File: src/rtl/core_pkg.sv
// Shared decode types and RV32 encoding constants for the front-end decode path.
package core_pkg;

   localparam int REG_ID_W = 5;

   localparam logic [6:0] OPC_LUI    = 7'b0110111;
   localparam logic [6:0] OPC_AUIPC  = 7'b0010111;
   localparam logic [6:0] OPC_JAL    = 7'b1101111;
   localparam logic [6:0] OPC_JALR   = 7'b1100111;
   localparam logic [6:0] OPC_BRANCH = 7'b1100011;
   localparam logic [6:0] OPC_LOAD   = 7'b0000011;
   localparam logic [6:0] OPC_STORE  = 7'b0100011;
   localparam logic [6:0] OPC_OP_IMM = 7'b0010011;
   localparam logic [6:0] OPC_OP     = 7'b0110011;
   localparam logic [6:0] OPC_SYSTEM = 7'b1110011;

   localparam logic [6:0] F7_BASE   = 7'b0000000;
   localparam logic [6:0] F7_ALT    = 7'b0100000;
   localparam logic [6:0] F7_MULDIV = 7'b0000001;

   // alu_opcode = {func7[5], func3}
   localparam logic [3:0] ALU_ADD = 4'b0000;
   localparam logic [3:0] ALU_SUB = 4'b1000;

   localparam logic [1:0] CSR_RW = 2'b01;
   localparam logic [1:0] CSR_RS = 2'b10;
   localparam logic [1:0] CSR_RC = 2'b11;

   localparam logic [31:0] INSTR_MRET = 32'h3020_0073;

   typedef struct packed {
      logic [31:0]         pc;
      logic [REG_ID_W-1:0] rd;
      logic [REG_ID_W-1:0] rs1;
      logic [REG_ID_W-1:0] rs2;
      logic                rs1_read;
      logic                rs2_read;
      logic                reg_write;
      logic [3:0]          alu_opcode;
      logic                alu_op1_sel_zero;
      logic                alu_op1_sel_pc;
      logic                alu_op2_sel_imm;
      logic                alu_op2_sel_4;
      logic [31:0]         imm;
      logic                mem_read;
      logic                mem_write;
      logic [2:0]          mem_opcode;
      logic                branch;
      logic [2:0]          branch_opcode;
      logic                jal;
      logic                jalr;
      logic                csr_read;
      logic                csr_write;
      logic [1:0]          csr_op;
      logic [11:0]         csr_addr;
      logic                mret;
      logic                muldiv;
      logic [2:0]          muldiv_op;
      logic                ill_instr;
   } decode_t;

endpackage

File: src/rtl/id_decode_logic.sv
// Purely combinational RV32I/E (+ optional M) decoder: instruction word and pc to decode_t.
module id_decode_logic
   import core_pkg::*;
#(
   parameter int RF_ADDR_W = 5,
   parameter int EN_MEXT   = 0
) (
   input  logic [31:0] instr,
   input  logic [31:0] pc,
   output decode_t     dec
);

   logic [6:0]  opc;
   logic [2:0]  f3;
   logic [6:0]  f7;
   logic [31:0] imm_i, imm_s, imm_b, imm_u, imm_j;
   logic        illegal;

   assign opc   = instr[6:0];
   assign f3    = instr[14:12];
   assign f7    = instr[31:25];
   assign imm_i = {{20{instr[31]}}, instr[31:20]};
   assign imm_s = {{20{instr[31]}}, instr[31:25], instr[11:7]};
   assign imm_b = {{19{instr[31]}}, instr[31], instr[7], instr[30:25], instr[11:8], 1'b0};
   assign imm_u = {instr[31:12], 12'h000};
   assign imm_j = {{11{instr[31]}}, instr[31], instr[19:12], instr[20], instr[30:21], 1'b0};

   always_comb begin
      dec          = '0;
      illegal      = 1'b0;
      dec.pc       = pc;
      dec.rd       = instr[11:7];
      dec.rs1      = instr[19:15];
      dec.rs2      = instr[24:20];
      dec.csr_addr = instr[31:20];
      case (opc)
         OPC_OP: begin
            dec.rs1_read  = 1'b1;
            dec.rs2_read  = 1'b1;
            dec.reg_write = 1'b1;
            if (f7 == F7_MULDIV) begin
               dec.muldiv    = (EN_MEXT != 0);
               dec.muldiv_op = f3;
               illegal       = (EN_MEXT == 0);
            end else if (f7 == F7_BASE)
               dec.alu_opcode = {1'b0, f3};
            else if (f7 == F7_ALT && (f3 == 3'b000 || f3 == 3'b101))
               dec.alu_opcode = {1'b1, f3};
            else
               illegal = 1'b1;
         end
         OPC_OP_IMM: begin
            dec.rs1_read        = 1'b1;
            dec.reg_write       = 1'b1;
            dec.alu_op2_sel_imm = 1'b1;
            dec.imm             = imm_i;
            dec.alu_opcode      = {1'b0, f3};
            if (f3 == 3'b001 && f7 != F7_BASE)
               illegal = 1'b1;
            else if (f3 == 3'b101 && f7 == F7_ALT)
               dec.alu_opcode = {1'b1, f3};
            else if (f3 == 3'b101 && f7 != F7_BASE)
               illegal = 1'b1;
         end
         OPC_LOAD: begin
            dec.rs1_read        = 1'b1;
            dec.reg_write       = 1'b1;
            dec.mem_read        = 1'b1;
            dec.mem_opcode      = f3;
            dec.alu_op2_sel_imm = 1'b1;
            dec.imm             = imm_i;
            illegal             = (f3 == 3'b011) || (f3 == 3'b110) || (f3 == 3'b111);
         end
         OPC_STORE: begin
            dec.rs1_read        = 1'b1;
            dec.rs2_read        = 1'b1;
            dec.mem_write       = 1'b1;
            dec.mem_opcode      = f3;
            dec.alu_op2_sel_imm = 1'b1;
            dec.imm             = imm_s;
            illegal             = (f3 > 3'b010);
         end
         OPC_BRANCH: begin
            dec.rs1_read      = 1'b1;
            dec.rs2_read      = 1'b1;
            dec.branch        = 1'b1;
            dec.branch_opcode = f3;
            dec.alu_opcode    = ALU_SUB;
            dec.imm           = imm_b;
            illegal           = (f3 == 3'b010) || (f3 == 3'b011);
         end
         OPC_LUI: begin
            dec.reg_write        = 1'b1;
            dec.alu_op1_sel_zero = 1'b1;
            dec.alu_op2_sel_imm  = 1'b1;
            dec.imm              = imm_u;
         end
         OPC_AUIPC: begin
            dec.reg_write       = 1'b1;
            dec.alu_op1_sel_pc  = 1'b1;
            dec.alu_op2_sel_imm = 1'b1;
            dec.imm             = imm_u;
         end
         OPC_JAL: begin
            dec.reg_write      = 1'b1;
            dec.jal            = 1'b1;
            dec.alu_op1_sel_pc = 1'b1;
            dec.alu_op2_sel_4  = 1'b1;
            dec.imm            = imm_j;
         end
         OPC_JALR: begin
            dec.rs1_read       = 1'b1;
            dec.reg_write      = 1'b1;
            dec.jalr           = 1'b1;
            dec.alu_op1_sel_pc = 1'b1;
            dec.alu_op2_sel_4  = 1'b1;
            dec.imm            = imm_i;
            illegal            = (f3 != 3'b000);
         end
         OPC_SYSTEM: begin
            if (f3 == 3'b000) begin
               dec.mret = (instr == INSTR_MRET);
               illegal  = (instr != INSTR_MRET);
            end else if (f3 == 3'b100)
               illegal = 1'b1;
            else begin
               dec.reg_write = 1'b1;
               dec.csr_read  = 1'b1;
               dec.csr_op    = f3[1:0];
               // set/clear with a zero source must not side-effect the CSR
               dec.csr_write = (f3[1:0] == CSR_RW) || (instr[19:15] != 5'd0);
               if (f3[2])
                  dec.imm = {27'd0, instr[19:15]};
               else
                  dec.rs1_read = 1'b1;
            end
         end
         default: illegal = 1'b1;
      endcase

      // Register ids stay 5 bits wide; a reduced file flags any used id above x15.
      if (RF_ADDR_W == 4 && ((dec.reg_write && dec.rd[4]) || (dec.rs1_read && dec.rs1[4]) ||
                             (dec.rs2_read && dec.rs2[4])))
         illegal = 1'b1;

      if (illegal) begin
         dec.ill_instr = 1'b1;
         dec.reg_write = 1'b0;
         dec.mem_write = 1'b0;
         dec.csr_write = 1'b0;
      end
   end

endmodule

File: src/rtl/id_decode_queue.sv
// Raw-instruction queue feeding a single registered decode stage, with empty-queue bypass.
module id_decode_queue
   import core_pkg::*;
#(
   parameter int QUEUE_DEPTH = 4,
   parameter int RF_ADDR_W   = 5,
   parameter int EN_MEXT     = 0
) (
   input  logic                           clk,
   input  logic                           rst,
   input  logic                           flush,
   input  logic                           in_valid,
   output logic                           in_ready,
   input  logic [31:0]                    in_instr,
   input  logic [31:0]                    in_pc,
   output logic                           out_valid,
   input  logic                           out_ready,
   output decode_t                        out_dec,
   output logic [$clog2(QUEUE_DEPTH):0]   count
);

   localparam int PTR_W = $clog2(QUEUE_DEPTH);
   localparam int CNT_W = PTR_W + 1;

   logic [31:0]      q_instr [QUEUE_DEPTH];
   logic [31:0]      q_pc    [QUEUE_DEPTH];
   logic [PTR_W-1:0] wr_ptr, rd_ptr;
   logic             q_empty, accept, move, bypass, pop, push, load;
   logic [31:0]      dec_instr, dec_pc;
   decode_t          dec_next;

   assign in_ready = (count < CNT_W'(QUEUE_DEPTH));
   assign q_empty  = (count == '0);
   assign accept   = in_valid & in_ready & ~flush;
   assign move     = ~out_valid | out_ready;
   assign bypass   = move & q_empty & accept;
   assign pop      = move & ~q_empty;
   assign push     = accept & ~bypass;
   assign load     = pop | bypass;

   // The single decoder sees the queue head, or the live input when the queue is empty.
   assign dec_instr = q_empty ? in_instr : q_instr[rd_ptr];
   assign dec_pc    = q_empty ? in_pc    : q_pc[rd_ptr];

   id_decode_logic #(
      .RF_ADDR_W (RF_ADDR_W),
      .EN_MEXT   (EN_MEXT)
   ) u_decode (
      .instr (dec_instr),
      .pc    (dec_pc),
      .dec   (dec_next)
   );

   always_ff @(posedge clk) begin
      if (push) begin
         q_instr[wr_ptr] <= in_instr;
         q_pc[wr_ptr]    <= in_pc;
      end
   end

   always_ff @(posedge clk or posedge rst) begin
      if (rst) begin
         count     <= '0;
         wr_ptr    <= '0;
         rd_ptr    <= '0;
         out_valid <= 1'b0;
         out_dec   <= '0;
      end else if (flush) begin
         count     <= '0;
         wr_ptr    <= '0;
         rd_ptr    <= '0;
         out_valid <= 1'b0;
      end else begin
         if (push)
            wr_ptr <= wr_ptr + 1'b1;
         if (pop)
            rd_ptr <= rd_ptr + 1'b1;
         case ({push, pop})
            2'b10:   count <= count + 1'b1;
            2'b01:   count <= count - 1'b1;
            default: count <= count;
         endcase
         if (move)
            out_valid <= load;
         if (load)
            out_dec <= dec_next;
      end
   end

endmodule

File: config.mk
export PLATFORM = sky130hd
export DESIGN_NAME = id_decode_queue
export DESIGN_NICKNAME = d
export VERILOG_FILES = /design/src/rtl/core_pkg.sv /design/src/rtl/id_decode_logic.sv /design/src/rtl/id_decode_queue.sv
export SDC_FILE = /design/constraint.sdc
export NUM_CORES = 1
export LEC_CHECK = 0
export ABC_AREA = 1
export CORE_UTILIZATION = 50
export DETAILED_ROUTE_END_ITERATION = 8
export GPL_TIMING_DRIVEN = 1
export PLACE_DENSITY = 0.84
export SKIP_LAST_GASP = 1
export SLEW_MARGIN = 5
export SYNTH_ARGS = -nofsm -noshare
export SYNTH_HDL_FRONTEND = slang
export SYNTH_SLANG_ARGS = --single-unit
File: constraint.sdc
create_clock -name clk -period 4.28 [get_ports clk]
set_input_delay 0.428 -clock clk [delete_from_list [all_inputs] [get_ports clk]]
set_output_delay 0.428 -clock clk [all_outputs]
set_load 0.01 [all_outputs]
## Word level (Yosys, flattened, before mapping)

Memories as Yosys holds them, arrays and structs flattened.
Cells that the tools add are included.

- Memories kept: 2
- Register bits: 131
- Bits in writable memories: 256
- Output and inout port bits: 128

Memory list:

| memory | words | bits a word | rd ports | clocked after memory_dff | wr ports | RTL line | source |
|---|---|---|---|---|---|---|---|
| q_instr | 4 | 32 | 1 | 0 | 1 | id_decode_queue.sv:25 | `logic [31:0] q_instr [QUEUE_DEPTH];` |
| q_pc | 4 | 32 | 1 | 0 | 1 | id_decode_queue.sv:26 | `logic [31:0] q_pc [QUEUE_DEPTH];` |

- Mux-type cells: 60
- Bitwise gates (word level): 12
- $add $sub $neg: 4
- Equal/unequal tests: 24
- $lt $le $gt $ge: 2
- Reductions and logical operators: 30

Operators with widths:

| kind | count |
|---|---|
| case mux 32 bit (6 select lines) | 1 |
| 2-to-1 mux 32 bit | 4 |
| 2-to-1 mux 4 bit | 9 |
| equality test 32 x 30 -> 1 bit, second input constant | 1 |
| 2-to-1 mux 1 bit | 32 |
| != test 32 x 30 -> 1 bit, second input constant | 1 |
| equality test 7 x 6 -> 1 bit, second input constant | 4 |
| equality test 7 bit, second input constant | 4 |
| equality test 7 x 5 -> 1 bit, second input constant | 2 |
| equality test 3 bit, second input constant | 4 |
| 2-to-1 mux 3 bit | 4 |
| case mux 4 bit (3 select lines) | 1 |
| OR reduction 3 bit | 4 |
| 2-to-1 mux 2 bit | 4 |
| case mux 1 bit (8 select lines) | 1 |
| equality test 7 x 1 -> 1 bit, second input constant | 1 |
| equality test 7 x 2 -> 1 bit, second input constant | 1 |
| logical NOT 7 bit | 1 |
| nonzero test 7 bit | 1 |
| OR reduction 7 bit | 1 |
| bitwise AND 1 bit | 6 |
| equality test 3 x 2 -> 1 bit, second input constant | 2 |
| logical NOT 3 bit | 2 |
| case mux 3 bit (2 select lines) | 1 |
| 21 further kinds | 40 |

## Depth between registers and ports, before layout

- Word-level depth: 10
- Depth in mapped cells: 19
- Gate-level depth less buffers: 17

## Cells and area by module

From an unflattened synthesis, not the netlist that was laid out.

- Cells, all modules: 1,703
- Area, all modules: 17,590.6 µm²

Modules (own cells, without submodules):

| module | area each (µm²) | cells an instance | times used |
|---|---|---|---|
| id_decode_queue | 16,084.2 | 1,417 | 1 |
| id_decode_logic | 1,506.4 | 286 | 1 |

## Worst setup path after synthesis

No wires, ideal clock.

- Kind: register -> register
- Start point: register count[0]
- End point: memory q_instr[0][0] (enable)
- Period minus slack after synthesis: 4.299 ns
- Library setup time: 0.487 ns
- Cell stages (with the launch flop): 9
- Path buffers: 2
- Slack: -0.019 ns
- Arrival time: 3.812 ns
- Cell sequence: dfrtp_1 -> inv_1 -> nand3_2 -> buf_6 -> inv_4 -> buf_2 -> nand2_1 -> nand2_1 -> nor2_1

- Longest elaborated chain between the ends: 8
- Elaborated cells between the ends (all ways): 10

Ends and longest elaborated chain:

| element | RTL line | source |
|---|---|---|
| start: declaration | id_decode_queue.sv:19 | `output logic [$clog2(QUEUE_DEPTH):0] count` |
| start signal: assignment | id_decode_queue.sv:79 | `2'b10: count <= count + 1'b1;` |
| start signal: assignment | id_decode_queue.sv:80 | `2'b01: count <= count - 1'b1;` |
| start signal: assignment | id_decode_queue.sv:81 | `default: count <= count;` |
| < comparator 3 bit | id_decode_queue.sv:32 | `assign in_ready = (count < CNT_W'(QUEUE_DEPTH));` |
| bitwise AND 1 bit (2 in series) | id_decode_queue.sv:34 | `assign accept = in_valid & in_ready & ~flush;` |
| bitwise AND 1 bit | id_decode_queue.sv:36 | `assign bypass = move & q_empty & accept;` |
| inverter 1 bit | id_decode_queue.sv:38 | `assign push = accept & ~bypass;` |
| bitwise AND 1 bit * | id_decode_queue.sv:38 |  |
| 2-to-1 mux 1 bit * | id_decode_queue.sv:55 | `if (push) begin` |
| 2-to-1 mux 1 bit (not written as such) * | id_decode_queue.sv:56 | `q_instr[wr_ptr] <= in_instr;` |
| end: declaration | id_decode_queue.sv:25 |  |

Every way passes the cells marked *; elsewhere a longest branch is shown, timed or not.

## Final worst setup path

- Start point: register count[0]
- End point: register out_dec[44] in the netlist's numbering

- Longest elaborated chain between the ends: 6
- Elaborated cells between the ends (all ways): 25

Ends and longest elaborated chain:

| element | RTL line | source |
|---|---|---|
| < comparator 3 bit | id_decode_queue.sv:32 |  |
| bitwise AND 1 bit (2 in series) | id_decode_queue.sv:34 |  |
| bitwise AND 1 bit | id_decode_queue.sv:36 |  |
| OR 1 bit | id_decode_queue.sv:39 | `assign load = pop \| bypass;` |
| AND reduction 2 bit (no line) | n/a |  |
| end signal: assignment | id_decode_queue.sv:86 | `out_dec <= dec_next;` |
| end: declaration | id_decode_queue.sv:18 | `output decode_t out_dec,` |

Several ways; a longest one is shown, not always the timed one.
A chain may end at the register's enable or synchronous reset.

==> summary.txt <==
Critical path
  – Crit-path most repeated cell: nand2_1
  – Kind of critical path: reg -> reg
  – CP cell instances: inv_1, nand3_4, buf_12, or2_0, nand2_1, nor2_2, nand2_1, nor2_1, inv_1, nand3_2, nand2_1, o21ai_1, o21ai_1, nand2_1
  – WP data required: 4.70 ns
  – Worst reg2reg path depth: 14
  – Slowest cell on crit path: nand2_1
  – Critical Path End Type: flop
  – Reg-to-reg critical path startpoint: count[0]
  – Worst r2r dst: out_dec[44]
  – Max FO, Critical Path: 69
  – Critical Path Start Type: flop
  – Max incr delay on CP: approximately 0.52 ns
  – R2R setup slack: between 0.9 and 1 ns
  – WP data arrival: 3.76 ns

Floorplan
  – DIE WIDTH: approximately 180 µm
  – Io pins: 197
  – DIE AREA: 0.03376 mm²
  – Die Height: 183.7 µm
  – Initial Util: 0.5076
  – Row count: 66
  – Core area: 0.03254 mm²

Route
  – DRC violations left: 0
  – 1st-pass router iterations: 7
  – Via/cell ratio: 5.492
  – Vias: 12,626
  – DRT antenna net count: 0
  – DR WL/cell: 18.16 µm
  – DRT iter0 DRCs: 1,136
  – Detailed Route WL: 41,750 µm

Synthesis
  – Cell variety after synth: 39
  – Post-synthesis sequential area ratio: 0.6548
  – Asr flop ratio synth: 0.3281
  – Main synth FF type: edfxtp_1
  – Syn Area/Cell: 9.943 µm²
  – Cells after Synth: ~1,700
  – Post-Syn Nets: 1,735
  – Yosys synthesis warning count: 0
  – Yosys reg bits: 381
  – Mux cell area share after synthesis: 0
  – Post-synth EDFFs: around 260
  – Largest family of logic cells by synthesized area: simple AND/OR/NAND/NOR gates
  – XOR/XNOR Fraction of Synth Area: 0.001061
  – Complex-gate fraction of the synthesized area: 0.08076
  – Mapped Area: approximately 0.017 mm²
  – Simple-gate share of the synthesized area: 0.1992
  – Adder-Cell Fraction of Synth Area: 0.004242

STA
  – Worst setup margin: 0.9433 ns
  – Final hold viol count: 0
  – Unrepaired setup endpoints after global routing: false
  – Final setup fails: 0
  – Slew margin rel.: 0.3879
  – Slew of the pin with the lowest slew margin: 0.9182 ns
  – Final cycle utilization of the critical path: 0.7796
  – Clock skew: 0.01397 ns
  – Final min period: 3.337 ns
  – Fmax: approximately 300 MHz
  – Sum Neg Setup Slack: 0 ns
  – Worst hold margin: 0.4209 ns
  – Slew Limit Fails: 0

Global route
  – Grt peak-use layer: met2
  – Pin count of the biggest net entering global routing: 143
  – GRT Overall Usage: 0.2527
  – Routing usage on met2: 0.4288
  – Met1 Resource Use GR: 0.3190
  – Vias in the first global route: 12,582
  – GRT overflow: 0
  – Initial antenna violation count: 4
  – First-pass GRT wire length: 66,140 µm
  – M3 GR Usage: 0.04596

Clock network
  – Hold Buf Count CTS: 0
  – Post-CTS resize count: 0
  – Sink Count: 381
  – Setup bufs post-CTS: 0
  – CTS tree: built
  – CTS max path bufs: 3
  – Clk slew on worst S/H paths: approximately 0.06 ns
  – TritonCTS Buffers: 39
  – Worst-skew pair later-pin latency: 0.54 ns
  – CTS H-tree depth: 2
  – Clock root buffer: clkbuf_16

Final layout
  – Fin cells: roughly 2,300
  – Area growth, synth to finish: 21.83%
  – Register area: 0.01082 mm²
  – Share of cells above drive strength 1: 0.07166
  – Nets@finish: 1,902
  – Multi-input combinational cell area: 0.004760 mm²
  – Fill cells: around 2,600

Placed design
  – DP Cell Count: 2,229
  – Dpl hpwl: 26,080 µm
  – Port buffer count: 195
  – Routability cong.: around 0.9
  – Pre-CTS setup slack: 1.055 ns

Outcome
  – Status: finished, final reports clean

Pwr
  – Peak VDD IR: 0.4244 mV
  – Leak Pwr: roughly 8.3 nW
  – Power per cell area: approximately 650 mW/mm²

Hold path
  – Min-delay worst type: in -> async

Flow run
  – Max cap viols: 0
==> synthesized netlist by cell type (2+ instances only) <==
| master | n | area, µm² |
|---|---|---|
| a21oi_1 | 68 | 340.3 |
| a32o_1 | 2 | 20.02 |
| buf_1 | 8 | 30.03 |
| buf_2 | 15 | 75.07 |
| buf_4 | 12 | 90.09 |
| buf_6 | 5 | 56.30 |
| clkbuf_1 | 47 | 176.4 |
| dfrtp_1 | 125 | 3128 |
| edfxtp_1 | 256 | 7687 |
| ha_1 | 4 | 50.05 |
| inv_1 | 137 | 514.2 |
| inv_2 | 6 | 22.52 |
| nand2_1 | 481 | 1805 |
| nand2_2 | 5 | 31.28 |
| nand3_1 | 109 | 545.5 |
| nand3_2 | 4 | 40.04 |
| nand4_1 | 7 | 43.79 |
| nor2_1 | 143 | 536.8 |
| nor2_2 | 11 | 68.82 |
| nor3_1 | 4 | 20.02 |
| o211ai_1 | 13 | 97.59 |
| o21ai_0 | 116 | 580.6 |
| o21ai_1 | 6 | 30.03 |
| o22ai_1 | 34 | 212.7 |
| o31ai_1 | 5 | 37.54 |
| or2_0 | 4 | 25.02 |
| or2_1 | 7 | 43.79 |
| or2_2 | 16 | 100.1 |
==> worst max-delay path: cells and delay by family, from the launching register on <==
kind	cells	cell delay, ns
buf+inv	3	0.67
compound gates	2	0.38
flops	1	0.42
simple gates	9	1.72
==> sequential cells by signal, indices dropped and copies added (netlist names) <==
signal / cells
q_instr: 128
q_pc: 128
out_dec: 117
count: 3
rd_ptr: 2
wr_ptr: 2
out_valid: 1
==> cells in the final DEF, fill, tap and decap left out, types with 16 or more instances in the layout <==
cell	n
o21ai_0	116
a21oi_1	68
or2_2	16
dfrtp_1	123
nand2_1	480
inv_1	136
nand3_1	109
clkbuf_16	39
clkdlybuf4s50_1	195
o22ai_1	34
edfxtp_1	256
nor2_1	139
==> where the power goes <==
group	internal (mW)	switching, mW
sequential	4.52	0.304
combinational	1.77	3.20
clock	1.94	1.41
==> per-layer routing <==
layer  up-vias  share of wire
met5         -         0.0010
met4         6          0.034
met3       110          0.079
met2       586           0.50
met1      6083           0.39
li1       5841              -
==> cell families (layout without fill, tap and decap cells) <==
group	count (synthesis)	after routing
AND/OR/NAND/NOR	794	794
adder cells (fa/ha/maj)	5	5
flip-flops	381	381
AO/OA/AOI/OAI	246	246
XOR/XNOR	2	2
other	1	2
buffers and inverters	232	427
==> how the worst max path moves through the flow <==
| stage | to | cells after the start | from | slack (ns) |
|---|---|---|---|---|
| CTS | out_dec[44] | 14 | count[0] | 1.04 |
| global route | out_dec[55] | 14 | count[0] | 0.66 |
| detailed placement | out_dec[44] | 14 | count[0] | 1.05 |
| finish | out_dec[44] | 14 | count[0] | 0.94 |
| floorplan | q_instr[0][0] | 8 | count[0] | -0.02 |
| global placement | out_dec[44] | 14 | count[0] | 1.18 |
==> final cells by class <==
type                            instances  area share
Antenna cell                            1   0.0001244
Clock buffer                           48     0.05217
Clock inverter                         21     0.01094
Inverter                              144     0.02717
Multi-Input combinational cell       1048      0.2365
Sequential cell                       381      0.5377
Tap cell                              442     0.02748
Timing Repair Buffer                  214      0.1078
==> per-stage QoR <==
stage / util / power [mW] / area (µm²)
6_report: 0.6184 / 13.15 / 20120
3_5_place_dp: 0.5793 / 9.796 / 18850
5_1_grt: 0.6184 / 13.86 / 20120
2_1_floorplan: - / 7.819 / 16520
3_3_place_gp: 0.5793 / 9.651 / 18850
4_1_cts: 0.6184 / 13.16 / 20120
Power figures use the tool's default switching activity.
